**src/rtl/instr_encoder_pkg.sv**
```systemverilog
// instr_encoder_pkg: opcode type indices/one-hot TYPE_* codes, OPCODE_COUNT, encoding prefixes and field positions
package instr_encoder_pkg;
  typedef enum int unsigned {
    I_ADD, I_ADC, I_SUB, I_CP, I_AND, I_EOR, I_OR, I_MOV, I_NEG, I_NOP, I_LD_Y,
    I_LDI, I_LDS, I_STS, I_RJMP, I_BREQ, I_BRVC, I_BRBS, I_IN, I_OUT, I_UNKNOWN
  } op_idx_e;
  localparam int OPCODE_COUNT = 21;
  typedef logic [OPCODE_COUNT-1:0] op_type_t;
  localparam op_type_t TYPE_ADD = op_type_t'(1) << I_ADD, TYPE_ADC = op_type_t'(1) << I_ADC;
  localparam op_type_t TYPE_SUB = op_type_t'(1) << I_SUB, TYPE_CP = op_type_t'(1) << I_CP;
  localparam op_type_t TYPE_AND = op_type_t'(1) << I_AND, TYPE_EOR = op_type_t'(1) << I_EOR;
  localparam op_type_t TYPE_OR = op_type_t'(1) << I_OR, TYPE_MOV = op_type_t'(1) << I_MOV;
  localparam op_type_t TYPE_NEG = op_type_t'(1) << I_NEG, TYPE_NOP = op_type_t'(1) << I_NOP;
  localparam op_type_t TYPE_LD_Y = op_type_t'(1) << I_LD_Y, TYPE_LDI = op_type_t'(1) << I_LDI;
  localparam op_type_t TYPE_LDS = op_type_t'(1) << I_LDS, TYPE_STS = op_type_t'(1) << I_STS;
  localparam op_type_t TYPE_RJMP = op_type_t'(1) << I_RJMP, TYPE_BREQ = op_type_t'(1) << I_BREQ;
  localparam op_type_t TYPE_BRVC = op_type_t'(1) << I_BRVC, TYPE_BRBS = op_type_t'(1) << I_BRBS;
  localparam op_type_t TYPE_IN = op_type_t'(1) << I_IN, TYPE_OUT = op_type_t'(1) << I_OUT;
  localparam op_type_t TYPE_UNKNOWN = op_type_t'(1) << I_UNKNOWN;
  localparam logic [5:0] ENC_ADD_PREFIX = 6'b0000_11, ENC_ADC_PREFIX = 6'b0001_11;
  localparam logic [5:0] ENC_SUB_PREFIX = 6'b0001_10, ENC_CP_PREFIX = 6'b0001_01;
  localparam logic [5:0] ENC_AND_PREFIX = 6'b0010_00, ENC_EOR_PREFIX = 6'b0010_01;
  localparam logic [5:0] ENC_OR_PREFIX = 6'b0010_10, ENC_MOV_PREFIX = 6'b0010_11;
  localparam logic [6:0] ENC_NEG_PREFIX = 7'b1001_010, ENC_LDY_PREFIX = 7'b1000_000;
  localparam logic [3:0] ENC_LDI_PREFIX = 4'b1110, ENC_RJMP_PREFIX = 4'b1100;
  localparam logic [4:0] ENC_LDS_PREFIX = 5'b1010_0, ENC_STS_PREFIX = 5'b1010_1;
  localparam logic [4:0] ENC_IN_PREFIX = 5'b1011_0, ENC_OUT_PREFIX = 5'b1011_1;
  localparam logic [5:0] ENC_BR_PREFIX = 6'b1111_00, ENC_BRVC_PREFIX = 6'b1111_01;
  localparam int RD_LSB = 4, RR_HI_POS = 9, BR_K_LSB = 3, IO_HI_LSB = 9;
endpackage

```
**src/rtl/instr_encoder_if.sv**
```systemverilog
// instr_encoder_if: request stream (in_*) and word stream (out_*); master drives requests, slave is the encoder
interface instr_encoder_if import instr_encoder_pkg::*; #(parameter int ADDR_WIDTH = 10, parameter int R_ADDR_WIDTH = 5);
  logic in_valid, in_ready, out_valid, out_ready;
  op_type_t in_type;
  logic [R_ADDR_WIDTH-1:0] in_rd, in_rr;
  logic [11:0] in_imd;
  logic [2:0] in_bit;
  logic [15:0] out_instr;
  logic [ADDR_WIDTH-1:0] out_addr;
  modport master(output in_valid, in_type, in_rd, in_rr, in_imd, in_bit, out_ready,
                 input in_ready, out_valid, out_instr, out_addr);
  modport slave(input in_valid, in_type, in_rd, in_rr, in_imd, in_bit, out_ready,
                output in_ready, out_valid, out_instr, out_addr);
endinterface

```
**src/rtl/instr_encoder_pack.sv**
```systemverilog
// instr_pack: combinational fields (typ, rd, rr, imd, bit_sel) -> {word, illegal}; range checks only under ENC_STRICT_CHECK_EN
module instr_pack import instr_encoder_pkg::*; #(parameter int R_ADDR_WIDTH = 5) (
  input  op_type_t                typ,
  input  logic [R_ADDR_WIDTH-1:0] rd,
  input  logic [R_ADDR_WIDTH-1:0] rr,
  input  logic [11:0]             imd,
  input  logic [2:0]              bit_sel,
  output logic [15:0]             word,
  output logic                    illegal
);
  logic [4:0] d, r;
  logic [5:0] alu_pre;
  logic one_hot;
  assign d = rd[4:0];
  assign r = rr[4:0];
  assign one_hot = typ != '0 && (typ & (typ - op_type_t'(1))) == '0;
  assign alu_pre = typ[I_ADD] ? ENC_ADD_PREFIX : typ[I_ADC] ? ENC_ADC_PREFIX :
                   typ[I_SUB] ? ENC_SUB_PREFIX : typ[I_CP] ? ENC_CP_PREFIX :
                   typ[I_AND] ? ENC_AND_PREFIX : typ[I_EOR] ? ENC_EOR_PREFIX :
                   typ[I_OR] ? ENC_OR_PREFIX : ENC_MOV_PREFIX;
  always_comb begin
    word = '0;
    if (!one_hot) word = '0;
    else if (|typ[I_MOV:I_ADD]) word = {alu_pre, r[4], d, r[3:0]};
    else if (typ[I_NEG]) word = {ENC_NEG_PREFIX, d, 4'b0001};
    else if (typ[I_LD_Y]) word = {ENC_LDY_PREFIX, d, 4'b1000};
    else if (typ[I_LDI]) word = {ENC_LDI_PREFIX, imd[7:4], d[3:0], imd[3:0]};
    else if (typ[I_LDS] || typ[I_STS])
      word = {typ[I_STS] ? ENC_STS_PREFIX : ENC_LDS_PREFIX, imd[5:4], imd[6], typ[I_STS] ? r[3:0] : d[3:0], imd[3:0]};
    else if (typ[I_RJMP]) word = {ENC_RJMP_PREFIX, imd};
    else if (typ[I_BREQ]) word = {ENC_BR_PREFIX, imd[6:0], 3'b001};
    else if (typ[I_BRVC]) word = {ENC_BRVC_PREFIX, imd[6:0], 3'b011};
    else if (typ[I_BRBS]) word = {ENC_BR_PREFIX, imd[6:0], bit_sel};
    else if (typ[I_IN]) word = {ENC_IN_PREFIX, imd[5:4], d, imd[3:0]};
    else if (typ[I_OUT]) word = {ENC_OUT_PREFIX, imd[5:4], r, imd[3:0]};
  end
`ifdef ENC_STRICT_CHECK_EN
  // branch offsets must sign-extend from 7 bits, so imd[11:6] is all ones or all zeros
  assign illegal = !one_hot || typ[I_UNKNOWN]
    || ((typ[I_LDI] || typ[I_LDS]) && rd < R_ADDR_WIDTH'(16))
    || (typ[I_STS] && rr < R_ADDR_WIDTH'(16))
    || (typ[I_LDI] && imd[11:8] != 4'h0)
    || ((typ[I_LDS] || typ[I_STS]) && (imd[7] == imd[6] || imd[11:8] != 4'h0))
    || ((typ[I_BREQ] || typ[I_BRVC] || typ[I_BRBS]) && !(&imd[11:6] || ~|imd[11:6]))
    || ((typ[I_IN] || typ[I_OUT]) && imd[11:6] != 6'h0);
`else
  assign illegal = 1'b0;
`endif
endmodule

```
**src/rtl/instr_encoder.sv**
```systemverilog
// instr_encoder: AVR word encoder with 2-entry output FIFO, write-address counter and reject counting; ports clk, reset, bus (instr_encoder_if.slave), addr_load/addr_base, err_pulse/err_cnt; strict checks under ENC_STRICT_CHECK_EN
module instr_encoder import instr_encoder_pkg::*; #(
  parameter int ADDR_WIDTH   = 10,
  parameter int R_ADDR_WIDTH = 5
) (
  input  logic                  clk,
  input  logic                  reset,
  instr_encoder_if.slave        bus,
  input  logic                  addr_load,
  input  logic [ADDR_WIDTH-1:0] addr_base,
  output logic                  err_pulse,
  output logic [7:0]            err_cnt
);
  typedef struct packed {
    logic [15:0]           instr;
    logic [ADDR_WIDTH-1:0] addr;
  } ent_t;
  ent_t s0, s1;
  logic [1:0] cnt;
  logic [ADDR_WIDTH-1:0] ctr, cur;
  logic [15:0] word;
  logic illegal, acc, push, pop;
  instr_pack #(.R_ADDR_WIDTH(R_ADDR_WIDTH)) u_pack (
    .typ(bus.in_type), .rd(bus.in_rd), .rr(bus.in_rr), .imd(bus.in_imd),
    .bit_sel(bus.in_bit), .word(word), .illegal(illegal)
  );
  assign bus.in_ready = cnt != 2'd2;
  assign bus.out_valid = cnt != 2'd0;
  assign bus.out_instr = s0.instr;
  assign bus.out_addr = s0.addr;
  assign acc = bus.in_valid && bus.in_ready;
  assign push = acc && !illegal;
  assign pop = bus.out_valid && bus.out_ready;
  assign cur = addr_load ? addr_base : ctr;
  // s0 is always the head; a push lands in the first free slot after any pop has shifted s1 down
  always_ff @(posedge clk) begin
    if (reset) begin
      s0 <= '0;
      s1 <= '0;
      cnt <= '0;
      ctr <= '0;
      err_pulse <= 1'b0;
      err_cnt <= '0;
    end else begin
      if (pop) s0 <= s1;
      if (push && cnt == {1'b0, pop}) s0 <= {word, cur};
      else if (push) s1 <= {word, cur};
      cnt <= cnt + {1'b0, push} - {1'b0, pop};
      if (push || addr_load) ctr <= cur + ADDR_WIDTH'(push);
      err_pulse <= acc && illegal;
      if (acc && illegal && err_cnt != 8'hFF) err_cnt <= err_cnt + 8'd1;
    end
  end
endmodule
```
**src/flat_wrapper.sv**
```systemverilog
// flat-port wrapper written by rule: the top's interface ports become plain ports
module instr_encoder_flat import instr_encoder_pkg::*;
#(
  parameter int ADDR_WIDTH   = 10,
  parameter int R_ADDR_WIDTH = 5
)
  (clk, reset, addr_load, addr_base, err_pulse, err_cnt, bus_in_valid, bus_in_type, bus_in_rd, bus_in_rr, bus_in_imd, bus_in_bit, bus_out_ready, bus_in_ready, bus_out_valid, bus_out_instr, bus_out_addr);
  instr_encoder_if #(.ADDR_WIDTH(ADDR_WIDTH), .R_ADDR_WIDTH(R_ADDR_WIDTH)) bus_i ();
  input  logic clk;
  input  logic reset;
  input  logic addr_load;
  input  logic [ADDR_WIDTH-1:0] addr_base;
  output logic err_pulse;
  output logic [7:0] err_cnt;
  input wire logic [$bits(bus_i.in_valid)-1:0] bus_in_valid;
  input wire logic [$bits(bus_i.in_type)-1:0] bus_in_type;
  input wire logic [$bits(bus_i.in_rd)-1:0] bus_in_rd;
  input wire logic [$bits(bus_i.in_rr)-1:0] bus_in_rr;
  input wire logic [$bits(bus_i.in_imd)-1:0] bus_in_imd;
  input wire logic [$bits(bus_i.in_bit)-1:0] bus_in_bit;
  input wire logic [$bits(bus_i.out_ready)-1:0] bus_out_ready;
  output wire logic [$bits(bus_i.in_ready)-1:0] bus_in_ready;
  output wire logic [$bits(bus_i.out_valid)-1:0] bus_out_valid;
  output wire logic [$bits(bus_i.out_instr)-1:0] bus_out_instr;
  output wire logic [$bits(bus_i.out_addr)-1:0] bus_out_addr;
  assign bus_i.in_valid = bus_in_valid;
  assign bus_i.in_type = bus_in_type;
  assign bus_i.in_rd = bus_in_rd;
  assign bus_i.in_rr = bus_in_rr;
  assign bus_i.in_imd = bus_in_imd;
  assign bus_i.in_bit = bus_in_bit;
  assign bus_i.out_ready = bus_out_ready;
  assign bus_in_ready = bus_i.in_ready;
  assign bus_out_valid = bus_i.out_valid;
  assign bus_out_instr = bus_i.out_instr;
  assign bus_out_addr = bus_i.out_addr;
  instr_encoder #(.ADDR_WIDTH(ADDR_WIDTH), .R_ADDR_WIDTH(R_ADDR_WIDTH)) u_core (.clk(clk), .reset(reset), .bus(bus_i), .addr_load(addr_load), .addr_base(addr_base), .err_pulse(err_pulse), .err_cnt(err_cnt));
endmodule
```
**config.mk**
```make
export PLATFORM = sky130hd
export DESIGN_NAME = instr_encoder_flat
export DESIGN_NICKNAME = d
export VERILOG_FILES = /design/src/rtl/instr_encoder_pkg.sv /design/src/rtl/instr_encoder_if.sv /design/src/rtl/instr_encoder_pack.sv /design/src/rtl/instr_encoder.sv /design/src/flat_wrapper.sv
export SDC_FILE = /design/constraint.sdc
export NUM_CORES = 1
export LEC_CHECK = 0
export BUFFER_PORTS_ARGS = -buffer_cell sky130_fd_sc_hd__buf_4
export CAP_MARGIN = 20
export CELL_PAD_IN_SITES_DETAIL_PLACEMENT = 0
export CELL_PAD_IN_SITES_GLOBAL_PLACEMENT = 1
export CORE_MARGIN = 3
export CORE_UTILIZATION = 39
export CTS_CLUSTER_DIAMETER = 150
export DETAILED_ROUTE_END_ITERATION = 6
export PLACE_DENSITY_LB_ADDON = 0.1
export REMOVE_ABC_BUFFERS = 1
export SLEW_MARGIN = 20
export SYNTH_ARGS = -nofsm -noshare
export SYNTH_HDL_FRONTEND = slang
export SYNTH_SLANG_ARGS = --single-unit
```
**constraint.sdc**
```tcl
create_clock -name clk -period 3.2 [get_ports clk]
set_input_delay 0.32 -clock clk [delete_from_list [all_inputs] [get_ports clk]]
set_output_delay 0.32 -clock clk [all_outputs]
set_load 0.05 [all_outputs]
```
==> results.md, run 1 <==
* Clock Latency Late Sink at 340 ps
* # setup viols final at 0
* Pre-CTS WS at 522 ps
* Fin crit share at 78.6%
* Final Core Density at 50.5%
* Initial DRC count at 182
* Post-synth cell types at 59
* Ys flop type: dfxtp_1
* Yosys top cell by area: dfxtp_1
* Post-Synth XOR/XNOR Area at 2.21%
* Antenna violations before repair at 0
* Startpoint Class: register
* Post-CTS Setup Bufs at 0
* Antenna diode count at 0
* Vias in the first global route at 3673
* RSZ-0062 raised after global routing: false
* Area grow syn2layout at 25.4%
* Total power per unit cell area at 572 nW/um^2
* Fin crit period at 2520 ps
* Max cap viols at 0
* Layout cells sized above 1 at 26.2%
* Hold Buf Count CTS at 0
* Max Slew Vio Count at 0
* Non-Filler Cell Area, Final at 4960 sq um
* Starting Density at 40.3%
* # resized after CTS at 0
* Hold Vio Cnt, Final at 0
* H-tree level count at 3
* Clock buffer count from CTS at 9
* Worst hold path depth at 3
* Initial DRT Pass Iterations at 4
* Post-synth ARST share at 0%
* Drt wl/cell at 16.6 um
* Crit-path max FO at 6
* Crit end category: register
* Outcome: completed
* Largest net degree at the start of global routing at 36
* Core area at 9820 sq um
* Synth Register Bits at 64
* Synth Area in Simple Gates at 23.2%
* Top cells by area, synth: dfxtp_1, mux2_2, mux2i_1, nand2_1, nor2_1
* Maximum clock path buffer count at 2
* Multiplexer share of the synthesized area at 13.5%
* Detailed Route WL at 11800 um
* Maximum clock rate at 397 MHz
* Post-synthesis compound-gate area fraction at 21.5%
* Site row count at 36
* Die area at 11400 sq um
* CP Data Required Time at 3460 ps
* I/O Buffers at 88
* Post-route ant nets at 0
* Post-Route Skew at 9.60 ps
* Slew HR at 63.7%
* Die width at 107 um
* Synth Area in Adders at 1.52%
* Placer Congestion at 0.929
* DRC at 0
* Critical path, cell by cell: or2_2 -> nand2_1 -> inv_1 -> ha_1 -> inv_1 -> nor2_1 -> nand2_1 -> nor4_1 -> nand3_1 -> o21ai_1
* Total track usage at 20.7%
* DIE HEIGHT at 107 um
* Synth Cell Area at 3960 sq um
* Yosys top cell area share at 32.4%
* Slowest stage delay, CP at 510 ps
* Slew @ Worst Pin at 540 ps
* Setup CP Type: register to register
* Clock-pin slew on the worst setup and hold paths at 80 ps
* Worst min path class: input port to register
* Detailed Place HPWL at 8950 um
* Io pins at 98
* Worst reg2reg path depth at 10
* CTS tree: done
* Global-route wire length before repair at 19000 um
* EDFF count, synth at 0
* CTS Root Cell: clkbuf_8
* Routed via count at 3853
* Cells after synthesis at 493
* Nets at 636
* Syn avg cell area at 8.03 sq um
* Yosys Warn Count at 0
* Critical path's slowest cell: nor4_1
* LEAKAGE at 2.07 nW
* Area after DPL at 4710 sq um
* Max rail drop VDD at 0.313 mV
* Final setup margin at 684 ps
* Clock sink count at 64
* Grt ovf at 0
* Seq/Total Area, Yosys at 32.4%
* Largest family of logic cells by synthesized area: simple AND/OR/NAND/NOR gates
* Worst EP arrival at 2780 ps
* Via density at 5.43
power by group:
group	total [mW]	switching [mW]	internal [mW]
logic	1.01	0.635	0.373
clock network	0.868	0.327	0.541
registers	0.959	0.0559	0.903
synth_stat cells (5+ instances only):
cell / count
xnor2_1: 6
o31ai_1: 6
o21ai_0: 19
mux2_2: 26
nor2b_1: 5
nor4_1: 8
nand4_1: 5
nand2_1: 59
o21a_1: 6
nor2_1: 53
buf_4: 10
dfxtp_1: 64
or4_1: 6
a21oi_1: 16
inv_1: 9
nor3_1: 8
o21ai_1: 25
mux2i_1: 24
a22oi_1: 6
clkbuf_1: 28
o211a_1: 5
a211oi_1: 14
nand3_1: 20
logic make-up after synthesis:
family,Yosys count
compound gates,125
buf+inv,49
other cells,1
mux,50
xor+xnor,10
fa+ha+maj,5
flops,64
simple gates,189
final cells by class:
class | count | area (sq um)
fill | 999 | 4860
multi-input combinational | 388 | 2480
sequential | 64 | 1280
timing repair buffer | 99 | 743
tap | 133 | 166
clock buffer | 10 | 138
clock inverter | 6 | 114
inverter | 9 | 33.8
per-stage QoR:
step                instances  power (mW)  hold WS (ps)  setup TNS, ps
finish                    709        2.84           376              0
global route              709        2.99           379              0
CTS                       709        2.86           360              0
detailed placement        693        1.99           436              0
global placement          693        1.98           431              0
floorplan                 461        1.64           392          -6010
per-layer routing:
metal	GRT usage [%]	up-vias	wire length (um)
li1	-	1931	-
met1	27.8	1786	5490
met2	33.3	119	5440
met3	4.46	17	625
met4	6.39	0	219
met5	0	-	0
state kept, by name (all words and copies together), names as in the netlist:
signal / count
u_core.bus.out_addr: 10
u_core.s1: 26
u_core.ctr: 10
u_core.cnt: 2
u_core.bus.out_instr: 16
layout by cell type, fill, tap and decap left out, drive strengths merged, types with 3 or more instances in the layout:
cell    Yosys  routed
nand3      20      20
and3        4       4
o21a        6       6
or2         3       3
o211a       5       5
clkbuf     28      10
mux2       26      26
xnor2       6       6
nand2b      3       3
a211oi     14      14
a21o        3       3
bufinv      0       3
a22oi       6       6
or3         4       4
conb        1       9
dfxtp      64      64
ha          4       4
nor2b       5       5
o31ai       6       6
buf        12      99
nand4       5       5
nor3        9       9
nor2       53      53
nor4       10      10
inv         9      10
o22ai       4       4
a21oi      16      16
nand2      60      60
or4         6       6
o21ai      44      44
xor2        4       4
mux2i      24      24
worst paths after layout:
path / startpoint / to / slack, ps
hold / removal: bus_in_rr[0] / u_core.bus.out_instr[0] / 380
hold reg to reg: u_core.s1[17] / u_core.s1[17] / 450
setup / recovery: u_core.cnt[1] / u_core.bus.out_instr[14] / 680
setup reg to reg: u_core.cnt[1] / u_core.bus.out_instr[14] / 680
worst max-delay path: cells and delay by family, from the launching register on:
| kind | cells | cell delay [ps] |
|---|---|---|
| compound gates | 1 | 210 |
| flops | 1 | 340 |
| buf+inv | 2 | 90 |
| fa+ha+maj | 1 | 260 |
| simple gates | 6 | 1550 |
Note: power is estimated with default switching activity, not from simulation.
==> run 2, diff against run 1 <==
- clock period: 3.2 -> 2.37 ns (I/O delays scaled with it)
==> run 2 against run 1 <==
Compared with the run above: critical path depth unchanged; first-iteration DRC count down 36%; sequential share of layout area down 1.2 points; die area unchanged; combinational power up 41%; power up 25%; via count up 3.2%; critical path type is now input port to register; critical endpoint unchanged; largest power group unchanged.
==> results.md, run 2 (synthesis gave the netlist of run 1 again) <==
* Outcome: completed
* Max Slew Vio Count at 0 (unchanged)
* Worst EP arrival at 2470 ps (-310 ps)
* CTS Root Cell: clkbuf_8
* H-tree level count at 3 (unchanged)
* Layout cells sized above 1 at 31.3% (+5.1 points)
* CTS tree: done
* Critical path's slowest cell: or4_1
* Grt ovf at 0 (unchanged)
* Area grow syn2layout at 31.2%
* Fin crit period at 2200 ps
* Antenna violations before repair at 0 (unchanged)
* Most common cell after layout, fill and taps aside: buf_4
* CP Data Required Time at 2640 ps (-820 ps)
* Post-Route Skew at 11.2 ps (+1.60 ps)
* Crit end category: register
* CP most frequent cell: buf_4
* Detailed Place HPWL at 9050 um (+1.2%)
* Site row count at 36 (unchanged)
* Drt wl/cell at 15.3 um (-7.6%)
* I/O Buffers at 88 (unchanged)
* Vias in the first global route at 3878 (+5.6%)
* Family with the most delay on the worst path: simple AND/OR/NAND/NOR gates
* FILL cells at 990 (-0.90%)
* Placer Congestion at 0.922 (-0.71%)
* Max cap viols at 0 (unchanged)
* Die area at 11400 sq um (unchanged)
* Maximum clock path buffer count at 2 (unchanged)
* Post-CTS Setup Bufs at 0 (unchanged)
* Nets at 673 (+5.8%)
* Clock-pin slew on the worst setup and hold paths at 80 ps (about the same)
* Total track usage at 20.5% (-0.20 points)
* Worst min path class: input port to register
* Initial DRC count at 116 (-36%)
* Post-route ant nets at 0 (unchanged)
* Total power per unit cell area at 684 nW/um^2 (+20%)
* DIE HEIGHT at 107 um (unchanged)
* # setup viols final at 0 (unchanged)
* Slowest stage delay, CP at 550 ps (+40 ps)
* Initial DRT Pass Iterations at 4 (unchanged)
* Crit-path max FO at 6 (unchanged)
* Max rail drop VDD at 0.597 mV (+91%)
* Largest net degree at the start of global routing at 35 (-2.8%)
* Post-route insts no fill at 746 (+5.2%)
* Critical path, cell by cell: buf_4 -> or4_1 -> o311ai_0 -> nand3_1 -> buf_4 -> nor4_2 -> buf_4 -> nand3_1 -> buf_4 -> o21ai_1
* Slew @ Worst Pin at 477 ps (-63.6 ps)
* Hold Vio Cnt, Final at 0 (unchanged)
* CP bufs+invs at 4 (+2)
* Startpoint Class: input port
* Total power at 3.55 mW (+25%)
* Die width at 107 um (unchanged)
* Starting Density at 40.3% (unchanged)
* DRC at 0 (unchanged)
* Routed via count at 3977 (+3.2%)
* Fin crit share at 92.8%
* Most frequent cells in the layout: buf_4, dfxtp_1, nand2_1, nor2_1, mux2_2
* Max reg flops at 26 (unchanged)
* Clock Latency Late Sink at 340 ps (about the same)
* Antenna diode count at 0 (unchanged)
* Clock buffer count from CTS at 9 (unchanged)
* Global-route wire length before repair at 19000 um (+0.18%)
* Setup CP Type: input port to register
* Clock sink count at 64 (unchanged)
* Io pins at 98 (unchanged)
* Dpl cells at 730 (+5.3%)
* Slew HR at 67.4% (+3.8 points)
* Top reg by flops: u_core.s1
* Core area at 9820 sq um (unchanged)
* LEAKAGE at 2.23 nW (+7.5%)
* Detailed Route WL at 11400 um (-2.8%)
* Maximum clock rate at 455 MHz
* Via density at 5.33 (-1.9%)
run 2: routing by layer:
| metal | GRT usage, % | up-vias | routed length, um |
|---|---|---|---|
| li1 | - | 2012 | - |
| met5 | 0 | - | 0 |
| met4 | 6.48 | 0 | 194 |
| met1 | 27.6 | 1840 | 5270 |
| met2 | 33.6 | 112 | 5310 |
| met3 | 3.43 | 13 | 660 |
run 2: layout make-up:
class / count / area (sq um) / area share (%)
Multi-Input combinational cell: 388 / 2510 / 48.3
Sequential cell: 64 / 1280 / 24.7
Timing Repair Buffer: 136 / 1020 / 19.7
Tap cell: 133 / 166 / 3.20
Clock buffer: 10 / 138 / 2.65
Clock inverter: 6 / 42.5 / 0.819
Inverter: 9 / 33.8 / 0.650
run 2: per-stage QoR:
step	hold slack [ps]	worst slack, ps	utilization (%)	TNS, ps	instance area [sq um]
floorplan	309	-1250	-	-43350	3800
global placement	432	-103	50.8	-700	4990
detailed placement	441	-87.0	50.8	-628	4990
CTS	283	4.47	52.8	0	5180
global route	304	-20.0	52.9	-20.0	5190
finish	297	172	52.9	0	5190
run 2: timing repair:
| item | 4_1_cts | 5_1_grt |
|---|---|---|
| gates cloned | 0 | 0 |
| setup endpoints to repair | 7 | 16 |
| hold buffers | 0 | 0 |
| pin swaps | 0 | 1 |
| resized for setup | 2 | 3 |
run 2: report_power, final:
| part | switching, mW | leakage, nW | internal (mW) | total [mW] |
|---|---|---|---|---|
| Combinational | 0.868 | 1.62 | 0.548 | 1.42 |
| Clock | 0.437 | 0.0887 | 0.409 | 0.846 |
| Sequential | 0.0713 | 0.520 | 1.22 | 1.29 |
run 2: path summary, 6_finish.rpt:
path | start | to | slack [ps] | cells past startpoint
max | bus_in_type[0] | u_core.bus.out_instr[14] | 170 | 10
min | bus_in_rr[2] | u_core.bus.out_instr[2] | 300 | 3
max reg2reg | u_core.cnt[1] | u_core.s1[10] | 180 | 12
min reg2reg | u_core.s1[19] | u_core.s1[19] | 450 | 2
run 2: worst min-delay path: stages:
cell	delay (ps)
buf_4	90
o211ai_1	120
o21ai_1	140
